[src/rtl/rv_ctrl_pkg.sv]
// rv_ctrl_pkg: shared state, opcode, immediate-format and mux-select definitions for the multicycle control path
// Optional feature macro: RV_CTRL_ILLEGAL_TRAP_EN adds the TRAP state.
package rv_ctrl_pkg;
  typedef enum logic [2:0] {
    S_FETCH,
    S_DECODE,
    S_EXEC,
    S_MEM,
    S_WB
`ifdef RV_CTRL_ILLEGAL_TRAP_EN
    , S_TRAP
`endif
  } state_t;
  typedef enum logic [3:0] {
    C_OP,
    C_OPIMM,
    C_LOAD,
    C_STORE,
    C_BRANCH,
    C_LUI,
    C_AUIPC,
    C_JAL,
    C_JALR,
    C_BAD
  } opclass_t;
  localparam logic [6:0] OPC_OP     = 7'b0110011;
  localparam logic [6:0] OPC_OPIMM  = 7'b0010011;
  localparam logic [6:0] OPC_OP32   = 7'b0111011;
  localparam logic [6:0] OPC_OPIMM32 = 7'b0011011;
  localparam logic [6:0] OPC_LOAD   = 7'b0000011;
  localparam logic [6:0] OPC_STORE  = 7'b0100011;
  localparam logic [6:0] OPC_BRANCH = 7'b1100011;
  localparam logic [6:0] OPC_LUI    = 7'b0110111;
  localparam logic [6:0] OPC_AUIPC  = 7'b0010111;
  localparam logic [6:0] OPC_JAL    = 7'b1101111;
  localparam logic [6:0] OPC_JALR   = 7'b1100111;
  localparam logic [2:0] IMM_I  = 3'd0;
  localparam logic [2:0] IMM_S  = 3'd1;
  localparam logic [2:0] IMM_SB = 3'd2;
  localparam logic [2:0] IMM_U  = 3'd3;
  localparam logic [2:0] IMM_UJ = 3'd4;
  localparam logic [1:0] PC_ALU    = 2'd0;
  localparam logic [1:0] PC_ALUOUT = 2'd1;
  localparam logic [1:0] PC_JALR   = 2'd2;
  localparam logic [1:0] A_PC    = 2'd0;
  localparam logic [1:0] A_RS1   = 2'd1;
  localparam logic [1:0] A_OLDPC = 2'd2;
  localparam logic [1:0] A_ZERO  = 2'd3;
  localparam logic [1:0] B_RS2  = 2'd0;
  localparam logic [1:0] B_IMM  = 2'd1;
  localparam logic [1:0] B_FOUR = 2'd2;
  localparam logic [1:0] ALU_ADD   = 2'd0;
  localparam logic [1:0] ALU_SUB   = 2'd1;
  localparam logic [1:0] ALU_FUNCT = 2'd2;
  localparam logic [1:0] WB_ALUOUT = 2'd0;
  localparam logic [1:0] WB_MDR    = 2'd1;
  localparam logic [1:0] WB_PC     = 2'd2;
endpackage

[src/rtl/rv_opclass_decode.sv]
// rv_opclass_decode: maps a RV64I major opcode to its control class and immediate format
// Ports: opcode (in, 7) major opcode; cls (out) instruction class; imm_sel (out, 3) immediate format.
module rv_opclass_decode
  import rv_ctrl_pkg::*;
(
  input  logic [6:0] opcode,
  output opclass_t   cls,
  output logic [2:0] imm_sel
);
  always_comb begin
    cls = C_BAD;
    imm_sel = IMM_I;
    case (opcode)
      OPC_OP, OPC_OP32:       cls = C_OP;
      OPC_OPIMM, OPC_OPIMM32: cls = C_OPIMM;
      OPC_LOAD:               cls = C_LOAD;
      OPC_JALR:               cls = C_JALR;
      OPC_STORE: begin
        cls = C_STORE;
        imm_sel = IMM_S;
      end
      OPC_BRANCH: begin
        cls = C_BRANCH;
        imm_sel = IMM_SB;
      end
      OPC_LUI: begin
        cls = C_LUI;
        imm_sel = IMM_U;
      end
      OPC_AUIPC: begin
        cls = C_AUIPC;
        imm_sel = IMM_U;
      end
      OPC_JAL: begin
        cls = C_JAL;
        imm_sel = IMM_UJ;
      end
      default: cls = C_BAD;
    endcase
  end
endmodule

[src/rtl/rv_multicycle_ctrl.sv]
// rv_multicycle_ctrl: multicycle RV64I control FSM driving the shared datapath selects and strobes
// Ports: clk, reset (sync, active-high); instr (IR contents); mem_ready, br_taken (status in);
//   mem_req/mem_we/mem_addr_sel (memory port); ir_write/pc_write/pc_src (IR and PC);
//   imm_sel/alu_src_a/alu_src_b/alu_op (immediate and ALU); reg_write/wb_sel (write-back);
//   retire/instret (completion pulse and counter); illegal (trap flag).
// Optional feature macro: RV_CTRL_ILLEGAL_TRAP_EN traps unknown opcodes instead of retiring them as NOPs.
module rv_multicycle_ctrl
  import rv_ctrl_pkg::*;
#(
  parameter int CNT_W = 64
) (
  input  logic             clk,
  input  logic             reset,
  input  logic [31:0]      instr,
  input  logic             mem_ready,
  input  logic             br_taken,
  output logic             mem_req,
  output logic             mem_we,
  output logic             mem_addr_sel,
  output logic             ir_write,
  output logic             pc_write,
  output logic [1:0]       pc_src,
  output logic [2:0]       imm_sel,
  output logic [1:0]       alu_src_a,
  output logic [1:0]       alu_src_b,
  output logic [1:0]       alu_op,
  output logic             reg_write,
  output logic [1:0]       wb_sel,
  output logic             retire,
  output logic [CNT_W-1:0] instret,
  output logic             illegal
);
  state_t state, state_n;
  opclass_t cls;
  logic [2:0] dec_imm;
  logic unused_instr;
  assign unused_instr = ^instr[31:7];
  rv_opclass_decode u_dec (
    .opcode (instr[6:0]),
    .cls    (cls),
    .imm_sel(dec_imm)
  );
  always_ff @(posedge clk) begin
    if (reset) begin
      state <= S_FETCH;
      instret <= '0;
    end else begin
      state <= state_n;
      if (retire) instret <= instret + CNT_W'(1);
    end
  end
  // Everything stays at its default while reset is high, so an abandoned access drops mem_req at once.
  always_comb begin
    state_n = state;
    mem_req = 1'b0;
    mem_we = 1'b0;
    mem_addr_sel = 1'b0;
    ir_write = 1'b0;
    pc_write = 1'b0;
    pc_src = PC_ALU;
    imm_sel = IMM_I;
    alu_src_a = A_PC;
    alu_src_b = B_RS2;
    alu_op = ALU_ADD;
    reg_write = 1'b0;
    wb_sel = WB_ALUOUT;
    retire = 1'b0;
    illegal = 1'b0;
    if (!reset) begin
      case (state)
        S_FETCH: begin
          mem_req = 1'b1;
          alu_src_b = B_FOUR;
          ir_write = mem_ready;
          pc_write = mem_ready;
          if (mem_ready) state_n = S_DECODE;
        end
        S_DECODE: begin
          imm_sel = dec_imm;
          alu_src_a = A_OLDPC;
          alu_src_b = B_IMM;
          state_n = S_EXEC;
        end
        S_EXEC: begin
          imm_sel = dec_imm;
          case (cls)
            C_OP: begin
              alu_src_a = A_RS1;
              alu_op = ALU_FUNCT;
              state_n = S_WB;
            end
            C_OPIMM: begin
              alu_src_a = A_RS1;
              alu_src_b = B_IMM;
              alu_op = ALU_FUNCT;
              state_n = S_WB;
            end
            C_LOAD, C_STORE: begin
              alu_src_a = A_RS1;
              alu_src_b = B_IMM;
              state_n = S_MEM;
            end
            C_BRANCH: begin
              alu_src_a = A_RS1;
              alu_op = ALU_SUB;
              pc_write = br_taken;
              pc_src = PC_ALUOUT;
              retire = 1'b1;
              state_n = S_FETCH;
            end
            C_LUI, C_AUIPC: begin
              alu_src_a = (cls == C_LUI) ? A_ZERO : A_OLDPC;
              alu_src_b = B_IMM;
              state_n = S_WB;
            end
            C_JAL: begin
              pc_write = 1'b1;
              pc_src = PC_ALUOUT;
              reg_write = 1'b1;
              wb_sel = WB_PC;
              retire = 1'b1;
              state_n = S_FETCH;
            end
            C_JALR: begin
              alu_src_a = A_RS1;
              alu_src_b = B_IMM;
              pc_write = 1'b1;
              pc_src = PC_JALR;
              reg_write = 1'b1;
              wb_sel = WB_PC;
              retire = 1'b1;
              state_n = S_FETCH;
            end
            default: begin
`ifdef RV_CTRL_ILLEGAL_TRAP_EN
              state_n = S_TRAP;
`else
              retire = 1'b1;
              state_n = S_FETCH;
`endif
            end
          endcase
        end
        S_MEM: begin
          mem_req = 1'b1;
          mem_addr_sel = 1'b1;
          mem_we = cls == C_STORE;
          retire = mem_ready && cls == C_STORE;
          if (mem_ready) state_n = (cls == C_STORE) ? S_FETCH : S_WB;
        end
        S_WB: begin
          reg_write = 1'b1;
          wb_sel = (cls == C_LOAD) ? WB_MDR : WB_ALUOUT;
          retire = 1'b1;
          state_n = S_FETCH;
        end
`ifdef RV_CTRL_ILLEGAL_TRAP_EN
        S_TRAP: illegal = 1'b1;
`endif
        default: state_n = S_FETCH;
      endcase
    end
  end
endmodule
[config.mk]
export PLATFORM = sky130hd
export DESIGN_NAME = rv_multicycle_ctrl
export DESIGN_NICKNAME = d
export VERILOG_FILES = /design/src/rtl/rv_ctrl_pkg.sv /design/src/rtl/rv_opclass_decode.sv /design/src/rtl/rv_multicycle_ctrl.sv
export SDC_FILE = /design/constraint.sdc
export NUM_CORES = 1
export LEC_CHECK = 0
export BUFFER_PORTS_ARGS = -buffer_cell sky130_fd_sc_hd__buf_4
export CORE_ASPECT_RATIO = 0.6
export CORE_UTILIZATION = 53
export DETAILED_ROUTE_END_ITERATION = 10
export PLACE_DENSITY = 0.89
export SLEW_MARGIN = 10
export SYNTH_ARGS = -nofsm -noshare
export SYNTH_HDL_FRONTEND = slang
export SYNTH_SLANG_ARGS = --single-unit
export TNS_END_PERCENT = 20
[constraint.sdc]
create_clock -name clk -period 3.1 [get_ports clk]
set_clock_uncertainty 0.2 [all_clocks]
set_input_delay 0.62 -clock clk [delete_from_list [all_inputs] [get_ports clk]]
set_output_delay 0.62 -clock clk [all_outputs]
set_load 0.05 [all_outputs]
==> out/metrics.cfg, run 1 <==
[detailed_routing]
postRouteAntennaNets=0
drcViolationCount=0
drt_iter0_drc=221
drt_wl_total_um=10200
firstDrtPassIters=5
num_vias=3754
avgViaCountPerCell=5.82
route.detailed.wl_per_inst_um=15.7

[worst_hold_path]
min_path_cells=2
min_to=instret[1]$_SDFFE_PP0P_
min_path_type=reg -> reg
min_from=instret[1]$_SDFFE_PP0P_

[finish]
fin_util_pct=69.8
fillers=572
finalNetCount=574
diodes=0
multi_input_area_um2=2580
drive_gt1_share_pct=31.2
final-seq-area_um2=1340
layoutNonFillerInstCount=645
syn2layout_area_growth_pct=23.9

[global_routing]
antenna_found_initial=0
grt_max_degree=62
grt_pass1_wl_um=16800
overflow=0
grt_pass1_vias=3426
grt_usage_pct=25.8

[outcome]
status=finished, final reports clean

[yosys]
synth_top_area_share_pct=31.9
syn_nets=499
syn-cell-area_um2=4200
yosysSeqAreaShare_pct=31.9
synthArstFlopShare_pct=0
ys.flop_type=dfxtp_1
yosysUniqueCellTypes=51
postSynthAreaPerCell_um2=9.09
synth-warning-count=0
synth.area.top_cells=dfxtp_1 (32%), xnor2_1 (12%), a2111oi_2 (10%)
synth_most_common_cell=nor2_1
synth_cells=462
synthTopCellsByCount=nor2_1 (76), dfxtp_1 (67), xnor2_1 (59)
ys_ff_latch=67
synth-edff-count=0
synth_top_cell_by_area=dfxtp_1

[timing]
maxClockFrequency_ghz=0.332
hold_viol=0
final-setup-viol-count=0
worst_pin_slew_ps=657
timing.slew.headroom_pct=55.7
drv_slew=0
grt_setup_unrepaired=false
fin_crit_sh_pct=97.3
fin_crit_ps=3010

[clock_network]
clk_latency_ps=330
h-tree-depth=3
clkTransAtPathRegs_ps=50
ctsResizeCount=0
cts_hold_buffers=0
cts_tree=built
cts_setup_buffers=0
cts_num_sinks=67
numCtsBuffers=9
cts_buffer_depth=2
root_buffer=clkbuf_16

[placement]
placed_cells=630
gp_congestion=0.862
hpwl_um=6890
numPortBuffers=94

[setup_path]
reg2reg_to=instret[34]$_SDFFE_PP0P_
reg2reg_setup_slack_ps=390
reg2reg_depth=6
worstReg2RegStart=instret[15]$_SDFFE_PP0P_
end_kind=output port
worstSetupPathType=in -> out
crit_required_ps=2280
critPathMaxFanout=9
critical_path_arrival_ps=2190
startpoint_type=input port

[power_and_ir_drop]
p_leak_nw=1.66
peakVddDrop_mv=0.307
powerDensity_nw_per_um2=395

[floorplanning]
initial_core_util_pct=56.4
die_x_um=117
pin_count=121
core_um2=7450
num_rows=24
dieArea_um2=8290
die-height_um=70.9

[job]
maxCapViolCount=0

[cell families after synthesis]
logic type / synth area share [%]
muxes: 0.477
adders and majority gates: 0.536
DFF: 31.9
other: 0.0893
and+or+nand+nor: 22.4
AOI/OAI and AO/OA: 25.1
xor gates and xnor gates: 12.5
buffers and inverters: 6.97
[placed cells by master, fill, tap and decap left out, drive strengths merged, types with 2 or more instances in the layout]
master,count
nor3,7
and2,4
and4,4
a21bo,2
nand2b,6
inv,20
and3,2
o21ai,4
a32oi,2
a2111oi,41
a31oi,2
clkinvlp,2
nor2b,4
buf,101
nand3b,3
nand2,28
or3,4
clkbuf,11
xnor2,59
a21oi,10
nand3,20
a211oi,19
nor4,7
dfxtp,67
mux2i,2
nand4,17
nor2,76
[routing by layer]
| metal | global-route usage, % | wire [um] | up-vias | share of wire (%) |
|---|---|---|---|---|
| met4 | 8.72 | 137 | 0 | 1.3 |
| met5 | 0 | 0 | - | 0 |
| li1 | - | - | 1804 | - |
| met3 | 7.46 | 689 | 14 | 6.8 |
| met2 | 38.9 | 4690 | 158 | 46 |
| met1 | 35.3 | 4630 | 1778 | 46 |
[through the flow]
step	hold slack [ps]	area (um2)	power [mW]	setup WS, ps	setup TNS, ps
floorplan	352	4210	0.995	-461	-2280
global placement	308	4900	1.03	125	0
detailed placement	324	4900	1.03	131	0
CTS	334	5200	2.07	126	0
global route	376	5200	2.13	87.3	0
finish	336	5200	2.05	85.0	0
[report_power, final]
| group | internal (mW) | switching, mW | total (mW) |
|---|---|---|---|
| logic | 0.0425 | 0.101 | 0.144 |
| clock network | 0.660 | 0.377 | 1.04 |
| registers | 0.865 | 0.00846 | 0.873 |
[critical path, stage by stage]
cell     delay (ps)
buf_4           150
nor3_4          190
nand3_1         160
o32a_2          450
a21oi_1         340
buf_4           270
[layout make-up]
cell class,instances,share of cell area [%]
Tap cell,104,2.50
Multi-Input combinational cell,338,49.6
Inverter,20,1.44
Sequential cell,67,25.8
Timing Repair Buffer,101,14.8
Clock buffer,11,4.86
Clock inverter,4,0.962
[how the worst max path moves through the flow]
stage                          startpoint         end  cells past startpoint
floorplan                        instr[4]    pc_write                      6
finish                           instr[3]      retire                      6
global route        state[1]$_SDFFE_PP0P_  imm_sel[0]                      4
global placement                 instr[3]      retire                      6
detailed placement               instr[3]      retire                      6
CTS                              instr[3]      retire                      6
[state kept, by name, indices dropped and copies added (netlist names)]
name,cells
instret,64
state,3
Note: power is estimated with default switching activity, not from simulation.
==> run 2, diff against run 1 <==
--- a/config.mk
+++ b/config.mk
@@ -7,9 +7,10 @@
 export LEC_CHECK = 0
 export BUFFER_PORTS_ARGS = -buffer_cell sky130_fd_sc_hd__buf_4
 export CORE_ASPECT_RATIO = 0.6
-export CORE_UTILIZATION = 53
+export CORE_UTILIZATION = 54
+export CTS_BUF_LIST = sky130_fd_sc_hd__clkbuf_8
 export DETAILED_ROUTE_END_ITERATION = 10
-export PLACE_DENSITY = 0.89
+export PLACE_DENSITY = 0.91
 export SLEW_MARGIN = 10
 export SYNTH_ARGS = -nofsm -noshare
 export SYNTH_HDL_FRONTEND = slang
==> out/metrics.cfg, run 2 (synthesis results as in run 1) <==
[timing]
timing.slew.headroom_pct=58.3
worst_pin_slew_ps=618
fin_crit_ps=2840
grt_setup_unrepaired=false
worst_slack_ps=256
hold_viol=0
maxClockFrequency_ghz=0.352
setup_tns_ps=0
fin_crit_sh_pct=91.7
drv_slew=0
hold_ws_ps=350
final-setup-viol-count=0

[clock_network]
clkTransAtPathRegs_ps=80
cts_buffer_depth=2
cts_tree=built
numCtsBuffers=9
ctsResizeCount=0
h-tree-depth=3
cts_num_sinks=67
clk_latency_ps=350
cts_hold_buffers=0
root_buffer=clkbuf_8
cts_setup_buffers=0

[detailed_routing]
route.detailed.wl_per_inst_um=15.8
drt_wl_total_um=10200
num_vias=3770
drcViolationCount=0
postRouteAntennaNets=0
drt_iter0_drc=217
avgViaCountPerCell=5.84
firstDrtPassIters=5

[global_routing]
grt_usage_pct=26.2
antenna_found_initial=0
grt_pass1_wl_um=16900
grt_max_degree=62
overflow=0
grt_pass1_vias=3439

[placement]
gp_congestion=0.874
place_ws_ps=100
numPortBuffers=94
hpwl_um=6860

[power_and_ir_drop]
power_mw=1.86
p_int_mw=1.40
powerDensity_nw_per_um2=363
p_switching_mw=0.460
power_frac_clock_pct=45.6
power.share.sequential_pct=46.7
swShare_pct=24.7
peakVddDrop_mv=0.275
combPwrFrac_pct=7.7
p_leak_nw=1.62

[floorplanning]
dieArea_um2=8140
core_um2=7390
die_x_um=116
pin_count=121
num_rows=24
die-height_um=70.3
initial_core_util_pct=56.8

[setup_path]
worstSetupPathType=reg -> out
startpoint_type=register
critPathMaxFanout=12
crit_required_ps=2280
reg2reg_depth=6
critical_path_arrival_ps=2020
end_kind=output port
worstReg2RegStart=instret[16]$_SDFFE_PP0P_
reg2reg_to=instret[43]$_SDFFE_PP0P_
reg2reg_setup_slack_ps=370

[finish]
finalNetCount=574
drive_gt1_share_pct=31.4
final_common_cell=buf_4
largest_reg_flops=64
reg_top3=instret: 64 flops, state: 3 flops
diodes=0
syn2layout_area_growth_pct=22.3
layout_common_cells=buf_4 (100), nor2_1 (76), dfxtp_1 (67)
fin_util_pct=69.5
top_register=instret

[worst_hold_path]
min_from=instret[1]$_SDFFE_PP0P_
min_path_type=reg -> reg
min_to=instret[1]$_SDFFE_PP0P_
min_path_cells=2

[job]
maxCapViolCount=0

[outcome]
status=finished, final reports clean

## run 2: cell types whose count changed in the layout (fill, tap and decap cells not counted), sizes merged
cell and delta:
clkinv -1, inv +1, bufinv +1
## run 2: how the worst max path moves through the flow
| stage | from | end |
|---|---|---|
| 2_1_floorplan | instr[4] | pc_write |
| 3_3_place_gp | instr[3] | instret[51]$_SDFFE_PP0P_ |
| 3_5_place_dp | instr[3] | instret[43]$_SDFFE_PP0P_ |
| 4_1_cts | state[1]$_SDFFE_PP0P_ | imm_sel[0] |
| 5_1_grt | state[1]$_SDFFE_PP0P_ | imm_sel[0] |
| 6_report | state[1]$_SDFFE_PP0P_ | imm_sel[0] |
## run 2: power by group through the flow
stage / Combinational [mW] / Clock [mW] / Sequential, mW
6_report: 0.144 / 0.850 / 0.871
5_1_grt: 0.155 / 0.905 / 0.872
3_5_place_dp: 0.142 / 0 / 0.891
3_3_place_gp: 0.140 / 0 / 0.891
2_1_floorplan: 0.105 / 0 / 0.890
4_1_cts: 0.143 / 0.868 / 0.871
## run 2: routing by layer
layer  vias to the layer above  GRT usage, %  wire [um]
li1                       1811             -          -
met1                      1803          34.9       4690
met2                       135          39.7       4650
met3                        21          8.07        653
met4                         0          9.69        189
met5                         -             0          0
## run 2: worst max-delay path, cell delays in order, from the launching register on
cell and delay (ps):
dfxtp_1 590, nor2b_1 270, o21ai_0 250, nor4_1 310
buf_4 250
## run 2: layout make-up
cell class,count,area (um2)
Clock buffer,11,151
Tap cell,104,130
Timing Repair Buffer,101,771
Sequential cell,67,1340
Fill cell,581,2250
Clock inverter,5,83.8
Multi-Input combinational cell,338,2580
Inverter,20,75.1
## run 2: per-stage QoR
stage                     instance area (um2)  instances
after floorplan                          4210        462
after global placement                   4900        630
after detailed placement                 4900        630
after CTS                                5130        646
after global routing                     5130        646
final                                    5130        646
